`src/rtl/dmem_bus_if_pkg.sv`:
```
// Shared definitions for the data-memory bus interface: access size codes,
// controller state encoding and the error code reported for bus faults.
package dmem_bus_if_pkg;

    // Access size codes carried on req_size
    localparam logic [1:0] SIZE_B = 2'd0;
    localparam logic [1:0] SIZE_H = 2'd1;
    localparam logic [1:0] SIZE_W = 2'd2;
    localparam logic [1:0] SIZE_D = 2'd3;

    // Controller states (2-bit encoding)
    localparam logic [1:0] ST_IDLE = 2'd0;
    localparam logic [1:0] ST_REQ  = 2'd1;
    localparam logic [1:0] ST_WAIT = 2'd2;
    localparam logic [1:0] ST_RESP = 2'd3;

    // Exception code the pipeline raises when rsp_err is returned
    localparam logic [3:0] EXCP_BUS = 4'd5;

    // Low address bits that must be zero for a naturally aligned access
    function automatic logic [2:0] size_mask(input logic [1:0] size);
        logic [2:0] m;
        case (size)
            SIZE_B:  m = 3'b000;
            SIZE_H:  m = 3'b001;
            SIZE_W:  m = 3'b011;
            default: m = 3'b111;
        endcase
        return m;
    endfunction

endpackage

```
`src/rtl/dmem_bus_if_bus_timeout_ctr.sv`:
```
// Bus response timeout counter. Cleared while not waiting, counts wait
// cycles, saturates at all-ones. o_expired flags the wait cycle on which the
// count of elapsed wait cycles reaches i_limit; a limit of 0 never expires.
module bus_timeout_ctr #(
    parameter int W = 8
) (
    input  logic         clk,
    input  logic         rst_n,
    input  logic         i_clear,
    input  logic         i_enable,
    input  logic [W-1:0] i_limit,
    output logic         o_expired
);

    logic [W-1:0] r_cnt;

    // Count wait cycles; hold at max rather than wrap
    always_ff @(posedge clk or negedge rst_n) begin
        if (!rst_n)
            r_cnt <= '0;
        else if (i_clear)
            r_cnt <= '0;
        else if (i_enable && (r_cnt != '1))
            r_cnt <= r_cnt + W'(1);
    end

    // r_cnt holds cycles already spent, so this cycle is number r_cnt+1
    assign o_expired = i_enable && (i_limit != '0) && (r_cnt >= (i_limit - W'(1)));

endmodule

```
`src/rtl/dmem_bus_if.sv`:
```
// Data-memory bus interface: one outstanding load/store, valid/ready on both
// the pipeline side and the bus side, timeout converts a silent bus into an
// error response. Optional macro DMEM_MISALIGN_CHK_EN rejects misaligned
// requests locally (error response, no bus traffic).
module dmem_bus_if
    import dmem_bus_if_pkg::*;
#(
    parameter int ADDR_W         = 64,
    parameter int DATA_W         = 64,
    parameter int TIMEOUT_CYCLES = 255
) (
    input  logic                clk,
    input  logic                rst_n,
    input  logic                req_valid,
    output logic                req_ready,
    input  logic                req_we,
    input  logic [1:0]          req_size,
    input  logic [ADDR_W-1:0]   req_addr,
    input  logic [DATA_W-1:0]   req_wdata,
    input  logic [DATA_W/8-1:0] req_wstrb,
    output logic                rsp_valid,
    input  logic                rsp_ready,
    output logic [DATA_W-1:0]   rsp_rdata,
    output logic                rsp_err,
    output logic                bus_req_valid,
    input  logic                bus_req_ready,
    output logic [ADDR_W-1:0]   bus_addr,
    output logic                bus_we,
    output logic [DATA_W-1:0]   bus_wdata,
    output logic [DATA_W/8-1:0] bus_wstrb,
    input  logic                bus_rsp_valid,
    input  logic [DATA_W-1:0]   bus_rsp_data,
    input  logic                bus_rsp_err
);

    localparam int STRB_W = DATA_W / 8;
    localparam int CW     = (TIMEOUT_CYCLES < 2) ? 1 : $clog2(TIMEOUT_CYCLES + 1);

    logic [1:0]        r_state;
    logic [ADDR_W-1:0] r_addr;
    logic              r_we;
    logic [DATA_W-1:0] r_wdata;
    logic [STRB_W-1:0] r_wstrb;
    logic              r_bus_req_valid;
    logic              r_rsp_valid;
    logic              r_rsp_err;
    logic [DATA_W-1:0] r_rsp_data;

    logic              w_accept;
    logic              w_misalign;
    logic              w_expired;
    logic              w_wait;
    logic              w_wait_done;
    logic [3:0]        w_unused_bits;

    assign req_ready   = (r_state == ST_IDLE) || ((r_state == ST_RESP) && rsp_ready);
    assign w_accept    = req_valid && req_ready;
    assign w_wait      = (r_state == ST_WAIT);
    // A real bus response in the same cycle as expiry takes priority
    assign w_wait_done = w_wait && (bus_rsp_valid || w_expired);

`ifdef DMEM_MISALIGN_CHK_EN
    assign w_misalign = |(req_addr[2:0] & size_mask(req_size));
`else
    assign w_misalign = 1'b0;
`endif
    // Size and byte offset only matter to the optional alignment check
    assign w_unused_bits = {req_addr[2:0], ^req_size};

    bus_timeout_ctr #(.W(CW)) u_tmo (
        .clk      (clk),
        .rst_n    (rst_n),
        .i_clear  (!w_wait),
        .i_enable (w_wait),
        .i_limit  (CW'(TIMEOUT_CYCLES)),
        .o_expired(w_expired)
    );

    // Transaction sequencing; a new accept in RESP chains straight into REQ
    always_ff @(posedge clk or negedge rst_n) begin
        if (!rst_n) begin
            r_state <= ST_IDLE;
        end else begin
            case (r_state)
                ST_IDLE: if (w_accept) r_state <= w_misalign ? ST_RESP : ST_REQ;
                ST_REQ:  if (bus_req_ready) r_state <= ST_WAIT;
                ST_WAIT: if (w_wait_done) r_state <= ST_RESP;
                default: if (rsp_ready)
                             r_state <= !w_accept ? ST_IDLE : (w_misalign ? ST_RESP : ST_REQ);
            endcase
        end
    end

    // Latch the request on accept; bus fields are then stable until the bus takes them
    always_ff @(posedge clk or negedge rst_n) begin
        if (!rst_n) begin
            r_addr  <= '0;
            r_we    <= 1'b0;
            r_wdata <= '0;
            r_wstrb <= '0;
        end else if (w_accept) begin
            r_addr  <= {req_addr[ADDR_W-1:3], 3'b000};
            r_we    <= req_we;
            r_wdata <= req_wdata;
            r_wstrb <= req_we ? req_wstrb : '0;
        end
    end

    // Bus request: raised the cycle after accept, dropped on bus handshake
    always_ff @(posedge clk or negedge rst_n) begin
        if (!rst_n)
            r_bus_req_valid <= 1'b0;
        else if (w_accept && !w_misalign)
            r_bus_req_valid <= 1'b1;
        else if ((r_state == ST_REQ) && bus_req_ready)
            r_bus_req_valid <= 1'b0;
    end

    // Response capture; data is zeroed for stores and any error
    always_ff @(posedge clk or negedge rst_n) begin
        if (!rst_n) begin
            r_rsp_valid <= 1'b0;
            r_rsp_err   <= 1'b0;
            r_rsp_data  <= '0;
        end else if (w_wait_done) begin
            r_rsp_valid <= 1'b1;
            r_rsp_err   <= bus_rsp_valid ? bus_rsp_err : 1'b1;
            r_rsp_data  <= (bus_rsp_valid && !bus_rsp_err && !r_we) ? bus_rsp_data : '0;
        end else if (w_accept && w_misalign) begin
            r_rsp_valid <= 1'b1;
            r_rsp_err   <= 1'b1;
            r_rsp_data  <= '0;
        end else if ((r_state == ST_RESP) && rsp_ready) begin
            r_rsp_valid <= 1'b0;
            r_rsp_err   <= 1'b0;
            r_rsp_data  <= '0;
        end
    end

    assign rsp_valid     = r_rsp_valid;
    assign rsp_err       = r_rsp_err;
    assign rsp_rdata     = r_rsp_data;
    assign bus_req_valid = r_bus_req_valid;
    assign bus_addr      = r_addr;
    assign bus_we        = r_we;
    assign bus_wdata     = r_wdata;
    assign bus_wstrb     = r_wstrb;

endmodule

```
`config.mk`:
```
export PLATFORM = sky130hd
export DESIGN_NAME = dmem_bus_if
export DESIGN_NICKNAME = d
export VERILOG_FILES = /design/src/rtl/dmem_bus_if_pkg.sv /design/src/rtl/dmem_bus_if_bus_timeout_ctr.sv /design/src/rtl/dmem_bus_if.sv
export SDC_FILE = /design/constraint.sdc
export NUM_CORES = 1
export LEC_CHECK = 0
export ABC_AREA = 1
export BUFFER_PORTS_ARGS = -buffer_cell sky130_fd_sc_hd__buf_2
export CAP_MARGIN = 20
export CORE_MARGIN = 2
export CORE_UTILIZATION = 35
export DETAILED_ROUTE_END_ITERATION = 8
export GPL_ROUTABILITY_DRIVEN = 0
export PLACE_DENSITY = 0.59
export SLEW_MARGIN = 25
export SYNTH_ARGS = -nofsm -noshare
export SYNTH_HDL_FRONTEND = slang
export SYNTH_SLANG_ARGS = --single-unit
```
`constraint.sdc`:
```
create_clock -name clk -period 1.9 [get_ports clk]
set_clock_uncertainty 0.2 [all_clocks]
set_input_delay 0.19 -clock clk [delete_from_list [all_inputs] [get_ports clk]]
set_output_delay 0.19 -clock clk [all_outputs]
set_load 0.01 [all_outputs]
```
==> results by group <==
Die
  – Die Y: 160.3 um
  – Site Rows: 57
  – Chip Width: 160.3 um
  – Starting Density: 35.35%
  – I/O pin total: roughly 420
  – Core area: ~0.024 mm2
  – Die area: 0.02569 mm2

Global route
  – Global-route met3 utilization: around 6.9%
  – M2 GR Usage: 38.41%
  – Grt total ovfl: 0
  – First-pass GRT wire length: 46.02 mm
  – Busiest grt layer: met2
  – Overall routing resource usage: 21.92%
  – Initial antenna violation count: 1
  – Largest net degree at the start of global routing: 67
  – M1 GR Usage: 25.98%
  – Vias in the first global route: 8841

Layout
  – Synth-to-layout area growth: 65.28%
  – Final Core Density: 58.43%
  – Fin area: about 0.014 mm2
  – Nets@finish: about 1800
  – Share of layout cells above drive strength 1: 33.35%

Timing
  – Final Setup Violations: 0
  – Final worst slack: 0.07936 ns
  – Final Critical Period: 1.821 ns
  – Final hold viol count: 0
  – Fmax: between 0.5 and 0.6 GHz
  – Period utilization: 95.82%
  – RSZ-0062 raised after global routing: false
  – Final setup TNS: 0 ns
  – Slew Limit Fails: 0

Synth
  – Top cells by area, synth: dfrtp_1 (62%), nand2_1 (24%), nand3_2 (4.7%)
  – Synth warnings: 0
  – Synth top area share: 61.78%
  – Cell Area, Synth: ~0.0085 mm2
  – Cell variety after synth: 26
  – Top cells by count, synth: nand2_1 (545), dfrtp_1 (211), nand3_2 (40), nand3_1 (30), buf_2 (29)
  – Synth Instances: between 900 and 1000
  – Synth area leader: dfrtp_1
  – Most common cell in the netlist: nand2_1
  – Sequential share of the synthesized area: 61.78%
  – Ys flop type: dfrtp_1
  – Syn Area/Cell: 9.054 um2
  – Number of synthesized register bits: 211
  – EDFF count, synth: 0
  – Async SR Flop Fraction: 100.0%

Route
  – Wire per inst: approximately 15 um
  – Routed Wire Length: between 20 and 30 mm
  – Router iterations before antenna repair: 6
  – Initial DRC Count: between 500 and 600
  – DRC Markers: 0
  – Final ANT Viol Nets: 0
  – DR vias: 8639
  – Vias/cell: 4.528

Pwr
  – Max rail drop VDD: 0.8826 mV
  – Switching power share of the total: 37.67%
  – Sw Pwr: 0.007705 W
  – Design Power: 0.02045 W
  – Clock share of power: 22.7%
  – P_int: 0.01275 W
  – Leakage: between 7 and 8 nW
  – Sequential share of power: about 37%
  – Logic pwr share: 39.8%
  – PD cells: 1448 mW/mm2

CTS
  – Root Driver: clkbuf_16
  – Worst-Skew Late Latency: 0.51 ns
  – Longest Clk Path Bufs: 3
  – Reg clk slew, reported paths: 0.06 ns
  – Clk sinks: around 210
  – CTS tree: built
  – H-tree Lvls: 1
  – Inserted Clock Buffers: 24

Setup path
  – Largest delay share family, worst path: flip-flops
  – CP Class: flop to primary output
  – Max incr delay on CP: 0.43 ns
  – Crit path DAT: 1.43 ns
  – Crit path buf inv count: 1
  – Slowest CP cell: dfrtp_2
  – Critical path endpoint category: primary output
  – CP required: 1.51 ns
  – Startpoint types: flop
  – Crit path cell chain: ha_2 -> nand2_4 -> nand2_2 -> buf_6
  – CP Max Fanout: 3

Run status
  – Status: complete, no violations

Placement
  – Area after DPL: 0.01106 mm2
  – Worst slack at placement: -0.02035 ns
  – Number of port buffers: between 400 and 500
  – HPWL after DPL: 18.57 mm

Run
  – Max-cap check violation count: 0

Worst hold path
  – Min-delay worst type: primary input to flop
-- final timing paths --
path | from | slack, ns | cells after the start | end
hold / removal | rsp_ready | 0.06 | 5 | rsp_rdata[15]
setup / recovery | r_state[1] | 0.08 | 4 | req_ready
max in group asynchronous | rst_n | 0.34 | 4 | bus_addr[35]
hold reg to reg | bus_addr[7] | 0.27 | 2 | bus_addr[7]
min in group asynchronous | rst_n | 0.53 | 3 | rsp_rdata[56]
setup reg to reg | r_state[1] | 0.13 | 8 | rsp_rdata[13]
-- sequential cells by signal, indices dropped and copies added, names as in the netlist --
| signal | flops |
|---|---|
| bus_addr | 61 |
| bus_wstrb | 8 |
| rsp_err | 1 |
| bus_wdata | 64 |
| r_state | 2 |
| bus_we | 1 |
| bus_req_valid | 1 |
| u_tmo.r_cnt | 8 |
| rsp_rdata | 64 |
| rsp_valid | 1 |
-- metal layers --
layer	wire [um]	up-vias
li1	-	4162
met1	11390	4044
met2	14420	374
met3	2569	59
met4	674	0
met5	0	-
-- placed cells by master, fill, tap and decap left out, types with 3 or more instances in the layout --
master,Yosys,final
a21oi_1,4,4
buf_12,0,11
buf_2,29,404
clkbuf_16,0,28
ha_1,7,4
buf_4,7,14
nand3_2,40,40
nor3_1,3,3
nand2_1,545,543
o21ai_0,15,15
inv_1,11,9
clkinv_2,0,5
dfrtp_1,211,210
clkbuf_8,0,5
buf_6,5,3
nor2_1,9,9
dlygate4sd3_1,0,212
clkbuf_1,9,4
conb_1,1,3
nand2_4,0,3
nand3_1,30,30
-- power by group through the flow --
stage | registers (W) | logic, W | clock network [W]
6_report | 0.00766 | 0.00815 | 0.00465
5_1_grt | 0.00792 | 0.00908 | 0.00497
4_1_cts | 0.00762 | 0.00792 | 0.00479
3_5_place_dp | 0.00762 | 0.00756 | 0
3_3_place_gp | 0.00760 | 0.00742 | 0
2_1_floorplan | 0.00858 | 0.00305 | 0
-- layout make-up --
class | instances | area (um2)
clock buffers | 33 | 695.7
fillers | 2022 | 10050
repair buffers | 649 | 4619
diodes | 1 | 2.502
flip-flops and latches | 211 | 5281
clock inverters | 8 | 93.84
well taps | 324 | 405.4
inverters | 13 | 53.80
multi-input cells | 669 | 2974
-- cells by family (layout without fill, tap and decap cells) --
group | Yosys count | in the layout | share of synthesized area, %
and+or+nand+nor | 635 | 635 | 31.56
DFF | 211 | 211 | 61.78
buffers and inverters | 66 | 703 | 4.070
AOI/OAI and AO/OA | 23 | 23 | 1.420
adders and majority gates | 7 | 7 | 1.025
other | 1 | 4 | 0.04388
xor gates and xnor gates | 1 | 1 | 0.1025
-- through the flow --
| stage | hold slack, ns | cells |
|---|---|---|
| final | 0.06302 | 1908 |
| after global routing | 0.07216 | 1908 |
| after CTS | 0.009236 | 1903 |
| after detailed placement | -0.09955 | 1649 |
| after global placement | -0.1025 | 1649 |
| after floorplan | -0.3056 | 946 |
-- worst register-to-register path, stage by stage (launching register included) --
cell	delay [ns]
dfrtp_2	0.43
buf_6	0.14
ha_4	0.16
buf_4	0.14
nand4_1	0.13
inv_4	0.09
buf_4	0.18
nand2_1	0.12
nand2_1	0.07
-- repair_timing --
| action | CTS | global route |
|---|---|---|
| cloned | 0 | 3 |
| resized for setup | 3 | 13 |
| endpoints found under the setup margin | 19 | 168 |
| pin swaps | 0 | 1 |
| hold buffers | 212 | 0 |
| setup buffers | 1 | 1 |
| hold endpoints to repair | 413 | 0 |
No activity file was read; power rests on OpenSTA's default activity.
